==> config.mk <==
export PLATFORM = sky130hd
export DESIGN_NAME = seg_scan_ctrl
export DESIGN_NICKNAME = d
export VERILOG_FILES = /design/src/rtl/seg_scan_ctrl.sv
export SDC_FILE = /design/constraint.sdc
export NUM_CORES = 1
export LEC_CHECK = 0
export CAP_MARGIN = 0
export CORE_MARGIN = 2
export CORE_UTILIZATION = 35
export DETAILED_ROUTE_END_ITERATION = 6
export SLEW_MARGIN = 25
export SYNTH_ARGS = -nofsm -noshare
export SYNTH_HDL_FRONTEND = slang
export SYNTH_SLANG_ARGS = --single-unit
==> constraint.sdc <==
create_clock -name clk -period 4.7 [get_ports clk]
set_input_delay 0.94 -clock clk [delete_from_list [all_inputs] [get_ports clk]]
set_output_delay 0.94 -clock clk [all_outputs]
set_load 0.01 [all_outputs]
==> src/rtl/seg_scan_ctrl.sv <==
// seg_scan_ctrl: four-digit seven-segment scan controller.
// Blank gap, then one digit lit per slot from a latched snapshot.
module seg_scan_ctrl #(
  parameter int SLOT_CYCLES  = 100000,
  parameter int BLANK_CYCLES = 1000
) (
  input  logic        clk,
  input  logic        rst_n,
  input  logic [15:0] digits,
  input  logic [3:0]  dp,
  input  logic [3:0]  dig_en,
  output logic [7:0]  seg_cat,
  output logic [3:0]  seg_an,
  output logic        frame_tick
);

  localparam int MAXC =
    (SLOT_CYCLES > BLANK_CYCLES) ? SLOT_CYCLES : BLANK_CYCLES;
  localparam int CW = (MAXC > 1) ? $clog2(MAXC) : 1;

  localparam logic [CW-1:0] B_LAST = CW'(BLANK_CYCLES - 1);
  localparam logic [CW-1:0] S_LAST = CW'(SLOT_CYCLES - 1);

  typedef enum logic {
    BLANK = 1'b0,
    SHOW  = 1'b1
  } state_t;

  state_t          state_q, state_d;
  logic [1:0]      idx_q, idx_d;
  logic [CW-1:0]   cnt_q, cnt_d;
  logic [3:0]      snap_nib_q, snap_nib_d;
  logic            snap_dp_q, snap_dp_d;
  logic            snap_en_q, snap_en_d;
  logic [3:0]      seg_an_q, seg_an_d;
  logic [7:0]      seg_cat_q, seg_cat_d;
  logic            tick_q, tick_d;

  logic [3:0]      cur_nib;
  logic            cur_dp;
  logic            cur_en;

  function automatic logic [6:0] glyph(input logic [3:0] n);
    glyph = 7'h7F;
    case (n)
      4'h0: glyph = 7'b1000000;
      4'h1: glyph = 7'b1111001;
      4'h2: glyph = 7'b0100100;
      4'h3: glyph = 7'b0110000;
      4'h4: glyph = 7'b0011001;
      4'h5: glyph = 7'b0010010;
      4'h6: glyph = 7'b0000010;
      4'h7: glyph = 7'b1111000;
      4'h8: glyph = 7'b0000000;
      4'h9: glyph = 7'b0010000;
      4'hA: glyph = 7'b0001000;
      4'hB: glyph = 7'b0000011;
      4'hC: glyph = 7'b1000110;
      4'hD: glyph = 7'b0100001;
      4'hE: glyph = 7'b0000110;
      4'hF: glyph = 7'b0001110;
      default: glyph = 7'h7F;
    endcase
  endfunction

  // Digit source: live inputs on the entry edge, snapshot afterwards
  always_comb begin
    if (state_q == BLANK) begin
      cur_nib = digits[{idx_q, 2'b00} +: 4];
      cur_dp  = dp[idx_q];
      cur_en  = dig_en[idx_q];
    end else begin
      cur_nib = snap_nib_q;
      cur_dp  = snap_dp_q;
      cur_en  = snap_en_q;
    end
  end

  // Next-state, counter, snapshot and registered output decode
  always_comb begin
    state_d    = state_q;
    idx_d      = idx_q;
    cnt_d      = cnt_q + CW'(1);
    snap_nib_d = snap_nib_q;
    snap_dp_d  = snap_dp_q;
    snap_en_d  = snap_en_q;
    seg_an_d   = 4'hF;
    seg_cat_d  = 8'hFF;
    tick_d     = 1'b0;
    if ((state_q == BLANK && cnt_q != B_LAST)
        || (state_q == SHOW && cnt_q == S_LAST)) begin
      seg_an_d  = 4'hF;
      seg_cat_d = 8'hFF;
    end else if (cur_en) begin
      seg_an_d  = ~(4'b0001 << idx_q);
      seg_cat_d = {~cur_dp, glyph(cur_nib)};
    end
    unique case (state_q)
      BLANK: begin
        if (cnt_q == B_LAST) begin
          state_d    = SHOW;
          cnt_d      = '0;
          snap_nib_d = cur_nib;
          snap_dp_d  = cur_dp;
          snap_en_d  = cur_en;
        end
      end
      SHOW: begin
        if (cnt_q == S_LAST) begin
          state_d = BLANK;
          cnt_d   = '0;
          idx_d   = idx_q + 2'd1;
          tick_d  = (idx_q == 2'd3);
        end
      end
      default: state_d = BLANK;
    endcase
  end

  // State and output registers with synchronous active-low reset
  always_ff @(posedge clk) begin
    if (!rst_n) begin
      state_q    <= BLANK;
      idx_q      <= 2'd0;
      cnt_q      <= '0;
      snap_nib_q <= 4'h0;
      snap_dp_q  <= 1'b0;
      snap_en_q  <= 1'b0;
      seg_an_q   <= 4'hF;
      seg_cat_q  <= 8'hFF;
      tick_q     <= 1'b0;
    end else begin
      state_q    <= state_d;
      idx_q      <= idx_d;
      cnt_q      <= cnt_d;
      snap_nib_q <= snap_nib_d;
      snap_dp_q  <= snap_dp_d;
      snap_en_q  <= snap_en_d;
      seg_an_q   <= seg_an_d;
      seg_cat_q  <= seg_cat_d;
      tick_q     <= tick_d;
    end
  end

  assign seg_an     = seg_an_q;
  assign seg_cat    = seg_cat_q;
  assign frame_tick = tick_q;

endmodule
# ---- Yosys cells after proc, flatten, opt, wreduce, memory -nomap -nowiden
# Memories as Yosys holds them, arrays and structs flattened. A register that Yosys moved wholly into a read port is not among the register bits.
# Cells that the tools add are included.
dict set report word_totals {
  n_memories 1
  rom_bits 112
  ff_bits 39
  input_bits 26
  elab_cells 44
}
dict set report classes {
  n_eq_ne 4
  bitwise 5
  reduce_logical 7
  n_addsub 2
  shift 2
  muxes 13
  magnitude_cmp 1
}
# name words word_bits rd rd_ports_with_merged_regs write_ports line
set mem_list {}
lappend mem_list {{(name not given)} 16 7 1 1 0 45} ;# case (n)
# operator n
set ops {}
lappend ops {{2-to-1 mux 17 bit} 2}
lappend ops {{one-hot mux 17 bit (2 select lines)} 1}
lappend ops {{adder 17 x 1 -> 17 bit, second input constant} 1}
lappend ops {{equality test 17 x 10 -> 1 bit, second input constant} 1}
lappend ops {{equality test 17 bit, second input constant} 1}
lappend ops {{inequality test 17 x 10 -> 1 bit, second input constant} 1}
lappend ops {{indexed part select 16 x 5 -> 4 bit} 1}
lappend ops {{2-to-1 mux 1 bit} 6}
lappend ops {{binary-select mux 1 bit (select 2 bit)} 2}
lappend ops {{2-to-1 mux 4 bit} 1}
lappend ops {{NOT 1 bit} 4}
lappend ops {{NOT 4 bit} 1}
lappend ops {{AND reduction 2 bit} 2}
lappend ops {{<< shifter 1 x 2 -> 4 bit, first input constant} 1}
lappend ops {{less-than comparator 2 x 3 -> 1 bit, second input constant} 1}
lappend ops {{AND reduction 3 bit} 1}
lappend ops {{OR reduction 3 bit} 1}
lappend ops {{adder 2 x 1 -> 2 bit, second input constant} 1}
lappend ops {{equality test 2 bit, second input constant} 1}
lappend ops {{logical AND 1 bit} 2}
lappend ops {{one-hot mux 1 bit (2 select lines)} 1}
lappend ops {{logical OR 1 bit} 1}

# ---- Logic depth before layout (Yosys ltp)
dict set report depth {
  depth_word 5
  ltp_mapped 9
  depth_no_buf 8
}

# ---- Worst setup path after synthesis
# OpenSTA, ideal clock, no wires.
dict set report synth_timing {
  path_type {input -> register}
  start {input digits[13]}
  end {register seg_cat_q[3] (netlist: seg_cat[3])}
  path_stages 7
  arrival_time_ps 2399
  path_buffers 0
  path_slack_ps 2182
  setup_time_ps 119
  cell_sequence {mux4_2 mux2i_1 inv_1 ha_1 nand2b_1 a21oi_1 o21ai_1}
}
dict set report synth_via {
  elab_chain_cells 2
}
# element line
set synth_rtl {}
lappend synth_rtl {{start: declaration} 9} ;# input logic [15:0] digits,
lappend synth_rtl {{indexed part select 16 x 5 -> 4 bit} 69} ;# cur_nib = digits[{idx_q, 2'b00} +: 4];
lappend synth_rtl {{2-to-1 mux 4 bit} 68} ;# if (state_q == BLANK) begin
lappend synth_rtl {{named net cur_nib[1]} 39} ;# logic [3:0] cur_nib;
lappend synth_rtl {{end: declaration} 36} ;# logic [7:0] seg_cat_q, seg_cat_d;
# The timed path passes the listed nets, and every way through them passes these cells.
# A chain may end at the register's enable or synchronous reset.

# ---- Worst setup path after layout
dict set report layout_timing {
  start {register state_q}
  end {register seg_cat_q[6] (netlist: seg_cat[6])}
}
dict set report layout_via {
  elab_chain_cells 4
  word_cells_on_any_way 8
}
# element line
set layout_rtl {}
lappend layout_rtl {{start: declaration} 29} ;# state_t state_q, state_d;
lappend layout_rtl {{start signal: assignment} 133} ;# state_q <= state_d;
lappend layout_rtl {{NOT 1 bit (no line)} -}
lappend layout_rtl {{logical AND 1 bit} 90} ;# if ((state_q == BLANK && cnt_q != B_LAST)
lappend layout_rtl {{logical OR 1 bit} 91} ;# || (state_q == SHOW && cnt_q == S_LAST)) begin
lappend layout_rtl {{OR reduction 3 bit (no line)} -}
# Several ways; a longest one is shown, not always the timed one.

==> summary.txt <==
Outcome
  – Status: complete, no violations

Synthesis
  – Syn Std Cell Area: 0.001942 mm²
  – Syn nets: 243
  – Yosys reg bits: 39
  – Post-synth EDFFs: 0
  – Synth async-reset ratio: 0%
  – Mean Syn Cell Area: 9.427 µm²
  – Predominant post-synthesis flop cell: dfxtp_1
  – YS warnings: 0
  – Netlist cell types: 41
  – Seq/Total Area, Yosys: 40.21%
  – Synthesized instance count: 206

Detailed routing
  – # DRC: 0
  – Vias: 1568
  – Drt first pass iters: 4
  – Vias per cell: 4.931
  – Final WL: 3.975 mm
  – Post-DRT Antenna Nets: 0
  – 1st-iter DRT viols: 81
  – WL/cell: 12.50 µm

Timing
  – Clk_skew: 6.227 ps
  – RSZ-0062 raised after global routing: false
  – Period utilization: 62.58%
  – Worst Tran Pin Value: 747.4 ps
  – Setup TNS Final: 0 ps
  – Endpoints failing setup: 0
  – Slew HR: 50.11%
  – F_max: 340.0 MHz
  – Slew Limit Fails: 0
  – Fin crit period: 2941 ps
  – Fin. Hold Viols: 0

Floorplanning
  – Core area: 0.005439 mm²
  – Initial core utilization: 35.70%
  – I/O pin total: 39
  – Die Y: 78.49 µm
  – Die area: 0.006160 mm²
  – Row cnt: 27
  – Die width: 78.49 µm

Layout
  – Number of diodes: 0
  – Layout cells sized above 1: 6.911%
  – Filler cell count: 527
  – Final Util: 45.80%
  – Area delta synth->final: 28.29%
  – Area occupied by multi-input gates: 0.001105 mm²
  – Nets: 282
  – Design area: 0.002491 mm²
  – Non-filler cells, final: 318
  – Seq. cell area: 780.7 µm²

Place
  – Placed cell count: 310
  – Port Buffers: 38
  – Area after DPL: 0.002379 mm²
  – Gpl congestion: 0.8607
  – Post-DP HPWL: 2.875 mm

GRT
  – Largest net degree at the start of global routing: 17
  – Overflow after GRT: 0
  – GRT Util Overall: 13.83%
  – Global-route wire length before repair: 6.762 mm
  – Vias in the first global route: 1470
  – Initial antenna violation count: 0

Worst setup path
  – Startpoint types: flip-flop
  – Worst Setup End Kind: flip-flop
  – CP dominant cell by count: or4_1
  – R2r setup slk: 1760 ps
  – WP data arrival: 3090 ps
  – WS Path Type: reg -> reg
  – CP max stage cell: or4_1
  – Req. time, crit path: 4850 ps
  – Max incr delay on CP: 720 ps
  – CP max FO: 15
  – Worst-path cell chain: or4_1 -> or3_1 -> or4_1 -> a21oi_4 -> o221ai_1

Power and ir drop
  – Switching share of power: 22.30%
  – LEAKAGE: 0.8928 nW
  – Power per cell area: 269.1 mW/mm²
  – Reg power frac: 49.8%
  – P_sw: 0.1495 mW
  – Clock network fraction of design power: 42.2%
  – VDD IR max: 0.1520 mV
  – Comb pwr share: 8.0%
  – Internal Power: 0.5209 mW

Clock network
  – Cts hold-fix bufs: 0
  – CTS Sinks: 39
  – Post-CTS setup buffers: 0
  – Clock root cell: clkbuf_8
  – Worst-Skew Late Latency: 290 ps
  – # H-tree levels: 2
  – CTS resizes: 0
  – Clk slew on worst S/H paths: 80 ps
  – Total CTS buffers: 5
  – Clock buffer depth: 2
  – CTS tree: yes

Flow run
  – MaxCap Viol Count: 0

Worst hold path
  – Worst hold path type: reg -> reg
[power groups by stage]
| stage | Sequential (mW) | Clock [mW] | Combinational, mW |
|---|---|---|---|
| floorplan | 0.341 | 0 | 0.0267 |
| global placement | 0.342 | 0 | 0.0531 |
| detailed placement | 0.342 | 0 | 0.0535 |
| CTS | 0.334 | 0.288 | 0.0538 |
| global route | 0.335 | 0.307 | 0.0592 |
| finish | 0.334 | 0.283 | 0.0537 |
[sequential cells by signal (all words and copies together) (netlist names)]
signal / cells
snap_en_q: 1
seg_an: 4
seg_cat: 8
idx_q: 2
snap_dp_q: 1
state_q: 1
cnt_q: 17
frame_tick: 1
snap_nib_q: 4
[Yosys cell counts, types with 2 or more instances]
cell	count	area, µm²
mux4_2	3	67.56
nor2_1	22	82.58
o221ai_2	3	45.04
buf_2	3	15.01
a21boi_0	2	15.01
and2_1	2	12.51
xor2_1	7	61.31
and4_1	2	17.52
or4_1	3	22.52
ha_1	11	137.6
nor3_1	2	10.01
and3_1	4	25.02
a21oi_1	2	10.01
o21ai_1	8	40.04
o221ai_1	2	17.52
nand3_1	11	55.05
nand2b_1	7	43.79
inv_1	6	22.52
or3_1	2	12.51
nand2_1	24	90.09
dfxtp_1	39	780.8
xnor2_1	9	78.83
mux2i_1	12	120.1
nand4_1	3	18.77
[final timing paths]
| kind | start | end | depth (start not counted) |
|---|---|---|---|
| max reg2reg | state_q | seg_cat[6] | 5 |
| max | state_q | seg_cat[6] | 5 |
| min | snap_nib_q[3] | snap_nib_q[3] | 2 |
| min reg2reg | snap_nib_q[3] | snap_nib_q[3] | 2 |
[cell type report]
| class | count | share of cell area (%) |
|---|---|---|
| multi-input combinational | 155 | 44.35 |
| inverter | 6 | 0.9041 |
| clock buffer | 5 | 2.762 |
| timing repair buffer | 38 | 15.27 |
| tap | 72 | 3.616 |
| sequential | 39 | 31.34 |
| clock inverter | 3 | 1.758 |
[per-stage QoR]
stage	hold slack (ps)	setup WS (ps)	power, mW
after global routing	472.3	1598	0.7006
final	454.5	1759	0.6704
after CTS	457.7	1743	0.6763
after detailed placement	441.2	1555	0.3954
after global placement	433.1	1643	0.3950
after floorplan	417.5	2182	0.3681
[logic make-up after synthesis]
| logic type | after synthesis | share of synthesized area [%] |
|---|---|---|
| adders and majority gates | 11 | 7.088 |
| xor gates and xnor gates | 16 | 7.217 |
| buffers and inverters | 12 | 2.899 |
| and+or+nand+nor | 88 | 22.49 |
| muxes | 15 | 9.665 |
| AOI/OAI and AO/OA | 25 | 10.44 |
| DFF | 39 | 40.21 |
[cells in the final DEF, fill, tap and decap left out, types with 2 or more instances in the layout]
cell,n
nor2_1,22
and4_1,2
ha_1,11
clkbuf_8,5
xnor2_1,9
and3_1,4
nand2b_1,7
mux2i_1,12
nand3_1,11
and2_1,2
mux4_2,3
a21boi_0,2
xor2_1,7
o21ai_1,8
a21oi_1,2
nor3_1,2
o221ai_1,2
nand4_1,3
dfxtp_1,39
or3_1,2
nand2_1,24
o221ai_2,3
or4_1,3
clkdlybuf4s50_1,38
inv_1,6
[worst max-delay path: cells and delay by family (launching register included)]
kind | cells | cell delay (ps)
AOI/OAI and AO/OA | 2 | 620
and+or+nand+nor | 3 | 1680
DFF | 1 | 500
[per-layer routing]
metal  track usage, %  vias to the layer above  share of wire, %  wire length, µm
li1                 -                      800                 -                -
met1            16.94                      733                46             1848
met2            23.53                       30                48             1917
met3            3.908                        5               4.1              161
met4            4.211                        0               1.2               47
met5                0                        -                 0                0
Note: power is estimated with default switching activity, not from simulation.
